--- src/rtl/conv_accum_if.sv ---
// conv_accum_if
//   Bundles the three streaming links of the convolution accumulate controller:
//     s_axis_*      product stream from the multiplier array
//     m_axis_*      group-sum stream to the output writer
//     add_a/b_*     operands to the shared 1-cycle integer adder
//     add_result_*  result back from that adder (zero when not valid)
//   Modports:
//     slave  - the controller side
//     master - the environment side (multiplier, writer, adder)
interface conv_accum_if #(
   parameter int DataWidth = 32
);
   logic                 s_axis_tvalid;
   logic                 s_axis_tready;
   logic [DataWidth-1:0] s_axis_tdata;

   logic                 m_axis_tvalid;
   logic                 m_axis_tready;
   logic [DataWidth-1:0] m_axis_tdata;

   logic                 add_a_tvalid;
   logic                 add_b_tvalid;
   logic [DataWidth-1:0] add_a_tdata;
   logic [DataWidth-1:0] add_b_tdata;
   logic                 add_result_tvalid;
   logic [DataWidth-1:0] add_result_tdata;

   modport slave (
      input  s_axis_tvalid, s_axis_tdata,
      output s_axis_tready,
      output m_axis_tvalid, m_axis_tdata,
      input  m_axis_tready,
      output add_a_tvalid, add_b_tvalid, add_a_tdata, add_b_tdata,
      input  add_result_tvalid, add_result_tdata
   );

   modport master (
      output s_axis_tvalid, s_axis_tdata,
      input  s_axis_tready,
      input  m_axis_tvalid, m_axis_tdata,
      output m_axis_tready,
      input  add_a_tvalid, add_b_tvalid, add_a_tdata, add_b_tdata,
      output add_result_tvalid, add_result_tdata
   );
endinterface

--- src/rtl/conv_accum_ctrl.sv ---
// conv_accum_ctrl
//   Sums groups of partial products for one convolution output using a shared
//   1-cycle-latency adder. Each accepted product is sent to the adder together
//   with the running partial sum; the last beat's result becomes the group sum.
//   Ports:
//     aclk     clock, rising edge
//     areset   synchronous active-high reset
//     cfg_len  terms per group, captured on the first beat of a group (0 -> 1)
//     busy     group in progress or sum waiting for downstream
//     bus      product / sum / adder links (conv_accum_if.slave)
module conv_accum_ctrl #(
   parameter int DataWidth = 32,
   parameter int LenWidth  = 8
) (
   input  logic                aclk,
   input  logic                areset,
   input  logic [LenWidth-1:0] cfg_len,
   output logic                busy,
   conv_accum_if.slave         bus
);

   typedef enum logic [1:0] {
      ACC  = 2'd0,   // accepting products
      WAIT = 2'd1,   // last result arriving from the adder
      OUT  = 2'd2    // group sum presented downstream
   } state_e;

   state_e               state_q, state_d;
   logic [LenWidth-1:0]  cnt_q, cnt_d;
   logic [LenWidth-1:0]  len_q, len_d;
   logic [DataWidth-1:0] acc_q, acc_d;
   logic [DataWidth-1:0] m_tdata_q, m_tdata_d;
   logic                 m_tvalid_q, m_tvalid_d;

   logic                 s_tready;
   logic                 accept;
   logic [LenWidth-1:0]  eff_len;
   logic                 last_beat;

   // Ready depends only on state and reset, never on m_axis_tready.
   assign s_tready = (state_q == ACC) && !areset;
   assign accept   = bus.s_axis_tvalid && s_tready;

   // On the first beat the live cfg_len is used; afterwards the latched length.
   assign eff_len   = (cnt_q != '0) ? len_q :
                      (cfg_len == '0) ? LenWidth'(1) : cfg_len;
   assign last_beat = (cnt_q == eff_len - LenWidth'(1));

   assign bus.s_axis_tready = s_tready;
   assign bus.m_axis_tvalid = m_tvalid_q;
   assign bus.m_axis_tdata  = m_tdata_q;
   assign bus.add_a_tvalid  = accept;
   assign bus.add_b_tvalid  = accept;
   assign bus.add_a_tdata   = bus.s_axis_tdata;
   // Forward the result arriving this cycle; otherwise the held partial sum.
   assign bus.add_b_tdata   = (cnt_q == '0)          ? '0 :
                              bus.add_result_tvalid  ? bus.add_result_tdata : acc_q;
   assign busy              = (state_q != ACC) || (cnt_q != '0);

   always_comb begin
      // NOTE: every _d gets a default so no path through the case infers a latch.
      state_d    = state_q;
      cnt_d      = cnt_q;
      len_d      = len_q;
      m_tdata_d  = m_tdata_q;
      m_tvalid_d = m_tvalid_q;
      // The adder outputs zero on idle cycles, so only valid results update acc.
      acc_d      = bus.add_result_tvalid ? bus.add_result_tdata : acc_q;

      case (state_q)
         ACC: begin
            if (accept) begin
               if (cnt_q == '0) len_d = eff_len;
               if (last_beat) begin
                  cnt_d   = '0;
                  state_d = WAIT;
               end else begin
                  cnt_d = cnt_q + LenWidth'(1);
               end
            end
         end
         WAIT: begin
            m_tdata_d  = bus.add_result_tdata;
            m_tvalid_d = 1'b1;
            state_d    = OUT;
         end
         OUT: begin
            if (bus.m_axis_tready) begin
               m_tvalid_d = 1'b0;
               state_d    = ACC;
            end
         end
         default: state_d = ACC;
      endcase
   end

   always_ff @(posedge aclk) begin
      // NOTE: state uses non-blocking assignments so all flops update together.
      if (areset) begin
         state_q    <= ACC;
         cnt_q      <= '0;
         len_q      <= '0;
         acc_q      <= '0;
         m_tdata_q  <= '0;
         m_tvalid_q <= 1'b0;
      end else begin
         state_q    <= state_d;
         cnt_q      <= cnt_d;
         len_q      <= len_d;
         acc_q      <= acc_d;
         m_tdata_q  <= m_tdata_d;
         m_tvalid_q <= m_tvalid_d;
      end
   end

endmodule

--- src/flat_wrapper.sv ---
// flat-port wrapper written by rule: the top's interface ports become plain ports
module conv_accum_ctrl_flat 
#(
   parameter int DataWidth = 32,
   parameter int LenWidth  = 8
)
  (aclk, areset, cfg_len, busy, bus_s_axis_tvalid, bus_s_axis_tdata, bus_s_axis_tready, bus_m_axis_tvalid, bus_m_axis_tdata, bus_m_axis_tready, bus_add_a_tvalid, bus_add_b_tvalid, bus_add_a_tdata, bus_add_b_tdata, bus_add_result_tvalid, bus_add_result_tdata);
  conv_accum_if #(.DataWidth(DataWidth)) bus_i ();
  input  logic aclk;
  input  logic areset;
  input  logic [LenWidth-1:0] cfg_len;
  output logic busy;
  input wire logic [$bits(bus_i.s_axis_tvalid)-1:0] bus_s_axis_tvalid;
  input wire logic [$bits(bus_i.s_axis_tdata)-1:0] bus_s_axis_tdata;
  output wire logic [$bits(bus_i.s_axis_tready)-1:0] bus_s_axis_tready;
  output wire logic [$bits(bus_i.m_axis_tvalid)-1:0] bus_m_axis_tvalid;
  output wire logic [$bits(bus_i.m_axis_tdata)-1:0] bus_m_axis_tdata;
  input wire logic [$bits(bus_i.m_axis_tready)-1:0] bus_m_axis_tready;
  output wire logic [$bits(bus_i.add_a_tvalid)-1:0] bus_add_a_tvalid;
  output wire logic [$bits(bus_i.add_b_tvalid)-1:0] bus_add_b_tvalid;
  output wire logic [$bits(bus_i.add_a_tdata)-1:0] bus_add_a_tdata;
  output wire logic [$bits(bus_i.add_b_tdata)-1:0] bus_add_b_tdata;
  input wire logic [$bits(bus_i.add_result_tvalid)-1:0] bus_add_result_tvalid;
  input wire logic [$bits(bus_i.add_result_tdata)-1:0] bus_add_result_tdata;
  assign bus_i.s_axis_tvalid = bus_s_axis_tvalid;
  assign bus_i.s_axis_tdata = bus_s_axis_tdata;
  assign bus_s_axis_tready = bus_i.s_axis_tready;
  assign bus_m_axis_tvalid = bus_i.m_axis_tvalid;
  assign bus_m_axis_tdata = bus_i.m_axis_tdata;
  assign bus_i.m_axis_tready = bus_m_axis_tready;
  assign bus_add_a_tvalid = bus_i.add_a_tvalid;
  assign bus_add_b_tvalid = bus_i.add_b_tvalid;
  assign bus_add_a_tdata = bus_i.add_a_tdata;
  assign bus_add_b_tdata = bus_i.add_b_tdata;
  assign bus_i.add_result_tvalid = bus_add_result_tvalid;
  assign bus_i.add_result_tdata = bus_add_result_tdata;
  conv_accum_ctrl #(.DataWidth(DataWidth), .LenWidth(LenWidth)) u_core (.aclk(aclk), .areset(areset), .cfg_len(cfg_len), .busy(busy), .bus(bus_i));
endmodule
--- config.mk ---
export PLATFORM = sky130hd
export DESIGN_NAME = conv_accum_ctrl_flat
export DESIGN_NICKNAME = d
export VERILOG_FILES = /design/src/rtl/conv_accum_if.sv /design/src/rtl/conv_accum_ctrl.sv /design/src/flat_wrapper.sv
export SDC_FILE = /design/constraint.sdc
export NUM_CORES = 1
export LEC_CHECK = 0
export CAP_MARGIN = 20
export CORE_ASPECT_RATIO = 0.75
export CORE_MARGIN = 1.5
export CORE_UTILIZATION = 42
export CTS_CLUSTER_DIAMETER = 100
export DETAILED_ROUTE_END_ITERATION = 12
export PLACE_DENSITY_LB_ADDON = 0.12
export SYNTH_ARGS = -nofsm -noshare
export SYNTH_HDL_FRONTEND = slang
export SYNTH_SLANG_ARGS = --single-unit
--- constraint.sdc ---
create_clock -name aclk -period 3.65 [get_ports aclk]
set_clock_uncertainty 0.1 [all_clocks]
set_input_delay 0.9125 -clock aclk [delete_from_list [all_inputs] [get_ports aclk]]
set_output_delay 0.9125 -clock aclk [all_outputs]
set_load 0.01 [all_outputs]
# After elaboration in Yosys (flattened, before gate mapping)
# Index checks and enable logic that the tools add are counted.
# Widths: inputs -> output; s select.
# word_totals
out_inout_bits	101
inputBits	77
reg_bits	83
elab_cells	39
# op_classes
reduce_logical	14
add_sub_neg	2
mux	11
n_eq_ne	6
# op_table
cell	count
$mux 32	2
$mux 8	3
$logic_not 8->1	2
$add 8x1->8 const B	1
$eq 8x8->1	1
$reduce_bool 8->1	1
$sub 8x1->8 const B	1
$mux 2	3
$pmux 2 s3	1
$reduce_and 3->1	2
$ne 2x2->1 const B	2
$reduce_and 2->1	2
$reduce_bool 2->1	2
$eq 2x1->1 const B	1
$eq 2x2->1 const B	1
$logic_and 1x1->1	2
$logic_not 2->1	1
$ne 2x1->1 const B	1
$pmux 1 s2	1
$logic_not 1->1	1
$logic_or 1x1->1	1
$mux 1	1

# Longest topological paths before layout
# depth
ltp_word	8
depth_mapped	13
ltp_nobuf	11

# Worst setup path before layout
# No wires, ideal clock.
# synth_path
path_type	input-to-output
from	input port areset
to	output port bus_add_b_tvalid
path_slack_ps	268
required_ps	2638
stages	6
n_path_buf	4
t_arrival_ps	2370
path_cell_list	clkbuf_1 nor3_1 and2_1 clkbuf_1 clkbuf_1 buf_4
# synth_via
elab_chain_len	3
# synth_rtl
element	line	rtl
from (decl)	flat_wrapper.sv:10	input logic areset;
$logic_not 1->1	conv_accum_ctrl.sv:41	assign s_tready = (state_q == ACC) && !areset;
$logic_and 1x1->1	conv_accum_ctrl.sv:41	
via bus_s_axis_tready	flat_wrapper.sv:15	output wire logic [$bits(bus_i.s_axis_tready)-1:0] bus_s_axis_tready;
$logic_and 1x1->1	conv_accum_ctrl.sv:42	assign accept = bus.s_axis_tvalid && s_tready;
to (decl)	flat_wrapper.sv:20	output wire logic [$bits(bus_i.add_b_tvalid)-1:0] bus_add_b_tvalid;
# The timed path passes the listed nets, and every way through them passes these cells.

# Worst setup path in the final report
# layout_path
from	register u_core.cnt_q[0]
to	output port bus_add_b_tdata[17]
# layout_via
elab_chain_len	2
# layout_rtl
element	line	rtl
from (decl)	conv_accum_ctrl.sv:29	logic [LenWidth-1:0] cnt_q, cnt_d;
from (signal assigned)	conv_accum_ctrl.sv:108	cnt_q <= cnt_d;
$logic_not 8->1	conv_accum_ctrl.sv:56	assign bus.add_b_tdata = (cnt_q == '0) ? '0 :
$mux 32	conv_accum_ctrl.sv:56	
to (decl)	flat_wrapper.sv:22	output wire logic [$bits(bus_i.add_b_tdata)-1:0] bus_add_b_tdata;
# Every way passes these cells.

==> results_dict.tcl <==
set metrics [dict create \
    outcome "finished, final reports clean" \
    synth-main-ff-cell "dfxtp_1" \
    postRouteWirelength_microns 10700 \
    crit_family "simple AND/OR/NAND/NOR gates" \
    place.gp.congestion 0.826 \
    syn2layout_area_growth_pct 37.8 \
    required_ns 2.64 \
    fp.dieH_microns 87.5 \
    finalHoldViolations 0 \
    fmax_mhz 282 \
    die_w_microns 116 \
    cp-end-kind "primary output" \
    synth_top_family_by_area "simple AND/OR/NAND/NOR gates" \
    max-cap-violations 0 \
    synth_xor_xnor_area_share 0.0285 \
    power_switching_mw 0.600 \
    fin_util 0.601 \
    root_buffer "clkbuf_16" \
    die_area_sq_um 10100 \
    nNetsFinal 649 \
    slowest_delay_ns 0.51 \
    hold_end "u_core.bus.m_axis_tdata[17]$_SDFFE_PP0P_" \
    grt_first_pass_wirelength_microns 17100 \
    min_path_type "register to register" \
    hpwl_microns 7360 \
    yosysUniqueCellTypes 52 \
    fin_crit_ns 3.55 \
    setup_ws_ns 0.0981 \
    ant_nets 0 \
    synth_compound_area_frac 0.119 \
    diodes 0 \
    start_kind "register" \
    final_layout_size_suffix_gt1_frac 0.106 \
    clk_latency_ns 0.33 \
    cts_hold_buffers 0 \
    synth_largest_area_cell "dfxtp_1" \
    yosysMostFrequentCell "dfxtp_1" \
    rrSetupSlack_ns 0.14 \
    holdWs_ns 0.351 \
    grt_max_degree 82 \
    synthesis.area_sq_um 4000 \
    syn-num-nets 565 \
    pwr-share-seq 0.387 \
    r2r-end "u_core.state_q[0]$_SDFFE_PP0P_" \
    syn-instance-count 485 \
    netlist_top_cells_count "dfxtp_1 (83), nand2_1 (82), nor2_1 (73)" \
    grt.total_usage 0.214 \
    rsz0062_at_grt "yes" \
    initial_utilization 0.436 \
    ys_seq_elements 83 \
    powerDensity_nw_per_um2 447 \
    grt-ovfl-total 0 \
    worstHoldStart "u_core.bus.m_axis_tdata[17]$_SDFFE_PP0P_" \
    sw_frac_of_total 0.244 \
    core_sq_um 9160 \
    avgRoutedWirePerCell_microns 15.2 \
    dp_slack_ns 0.0142 \
    tightest_slew_ns 0.844 \
    fin_setup_tns_ns 0 \
    dr.pass1.iters 4 \
    dr.first_iter.drc_count 181 \
    ys_top_cells_by_area "dfxtp_1 (42%), mux2i_1 (9.5%), nand2_1 (7.7%)" \
    route.detailed.drc 0 \
    finalSetupViolations 0 \
    power.internal_mw 1.86 \
    async_flop_share 0 \
    worst-endpoint-arrival_ns 2.54 \
    cp_num_buf_inv 3 \
    cts_made_buffers 9 \
    clock-sinks 83 \
    pwr-share-comb 0.187 \
    num_vias 3538 \
    min_path_cells 2 \
    p_leak_nw 2.12 \
    port_buffers 113 \
    synth_enable_flop_cells 0 \
    ir_drop_uv 346 \
    num_rows 30 \
    grt_pass1_vias 3496 \
    synthMuxAreaShare 0.0952 \
    synth_top_area_frac 0.416 \
    max_slew_margin 0.437 \
    cp_slowest_cell "or3b_2" \
    path_class "register to primary output" \
    clkPwrFrac 0.427 \
    reg2regPathDepth 14 \
    cts_tree "done" \
    htreeDepth 3 \
    antenna_found_initial 0 \
    slew_violations 0 \
    period_share 0.973 \
    via_per_inst 5.04 \
    io_pins 178 \
    cp-startpoint "u_core.cnt_q[0]$_SDFFE_PP0P_" \
    p_total_mw 2.46 \
    cp_cell_sequence "inv_2, ha_2, or3b_2, nor2_4, clkbuf_16, nor2_1, clkdlybuf4s50_1" \
    crit_fanout 15 \
    clock_path_buffers 2 \
    yosys_warnings 0 \
    avgSynthCellArea_sq_um 8.24 \
    clk_pin_slew_ns 0.06 \
    synthAdderAreaFrac 0.00939 \
    synth-seq-area-share 0.416 \
    rr_startpoint "u_core.cnt_q[0]$_SDFFE_PP0P_" \
    yosys.area_share.simple 0.231 \
]
## cell families (layout without fill, tap and decap cells)
family,after synthesis,in the layout
AOI/OAI and AO/OA,73,73
xor gates and xnor gates,13,13
adders and majority gates,3,3
buffers and inverters,71,160
DFF,83,83
muxes,38,38
and+or+nand+nor,204,204
## cell usage in the layout (no fill, tap or decap), types with 3 or more instances in the layout
cell,instances
clkdlybuf4s50_1,111
nor2_1,73
a21boi_0,3
inv_1,4
dfxtp_1,83
nand3_1,9
clkbuf_16,10
buf_4,21
buf_12,3
nor3b_1,3
or3_1,3
nand4_1,3
xnor2_1,9
nand2_1,82
mux2i_1,38
a211oi_1,7
o31a_1,3
o31ai_1,4
xor2_1,4
nor3_1,4
a21oi_1,42
nor4_1,4
bufinv_16,3
## power groups by stage
stage | combinational (mW) | clock, mW | sequential (mW)
after floorplan | 0.263 | 0 | 0.966
after global placement | 0.427 | 0 | 0.971
after detailed placement | 0.430 | 0 | 0.972
after CTS | 0.437 | 1.08 | 0.952
after global routing | 0.497 | 1.11 | 0.956
final | 0.460 | 1.05 | 0.953
## worst reg2reg max path: stages (launching register included)
cell and delay (ns):
dfxtp_1 0.36, inv_2 0.10, ha_2 0.20, or3b_2 0.51
nor2_4 0.26, buf_4 0.21, mux2i_1 0.26, ha_2 0.26
o31ai_1 0.08, nor4_1 0.24, a311oi_1 0.12, buf_4 0.17
a221oi_4 0.23, buf_12 0.16, and4_1 0.19
## routing by layer
layer  vias to the layer above  routed length [microns]  GRT usage
li1                       1766                        -          -
met1                      1639                     4990      0.279
met2                       113                     4680      0.327
met3                        20                      897     0.0870
met4                         0                      121     0.0599
met5                         -                        0          0
## sequential cells by signal, summed over array words and instances (netlist names)
name / flops
u_core.bus.m_axis_tvalid: 1
u_core.cnt_q: 8
u_core.acc_q: 32
u_core.len_q: 8
u_core.bus.m_axis_tdata: 32
u_core.state_q: 2
## worst max path at each step
stage,end,slack [ns],depth (start not counted)
3_5_place_dp,u_core.cnt_q[1]$_SDFFE_PP0P_,0.01,7
6_report,bus_add_b_tdata[17],0.1,7
4_1_cts,bus_add_b_tdata[0],0.07,7
3_3_place_gp,u_core.cnt_q[1]$_SDFFE_PP0P_,0.08,7
5_1_grt,u_core.cnt_q[0]$_SDFFE_PP0P_,-0.009,14
2_1_floorplan,bus_add_b_tvalid,0.27,6
## final cells by class
class | instances | area, sq um
Fill cell | 854 | 3650
Multi-Input combinational cell | 331 | 1940
Sequential cell | 83 | 1660
Timing Repair Buffer | 139 | 1380
Clock buffer | 10 | 239
Tap cell | 128 | 160
Clock inverter | 6 | 111
Inverter | 5 | 18.8
## per-stage QoR
step	std cells	instance area (sq um)
6_report	702	5510
5_1_grt	702	5510
4_1_cts	700	5450
3_5_place_dp	683	5090
3_3_place_gp	683	5090
2_1_floorplan	485	4000
## repair_timing
item / 4_1_cts / 5_1_grt
endpoints found under the setup margin: 11 / 25
resized for setup: 0 / 4
buffers inserted: 1 / 1
pin swaps: 1 / 0
gates cloned: 0 / 1
No activity file was read; power rests on OpenSTA's default activity.
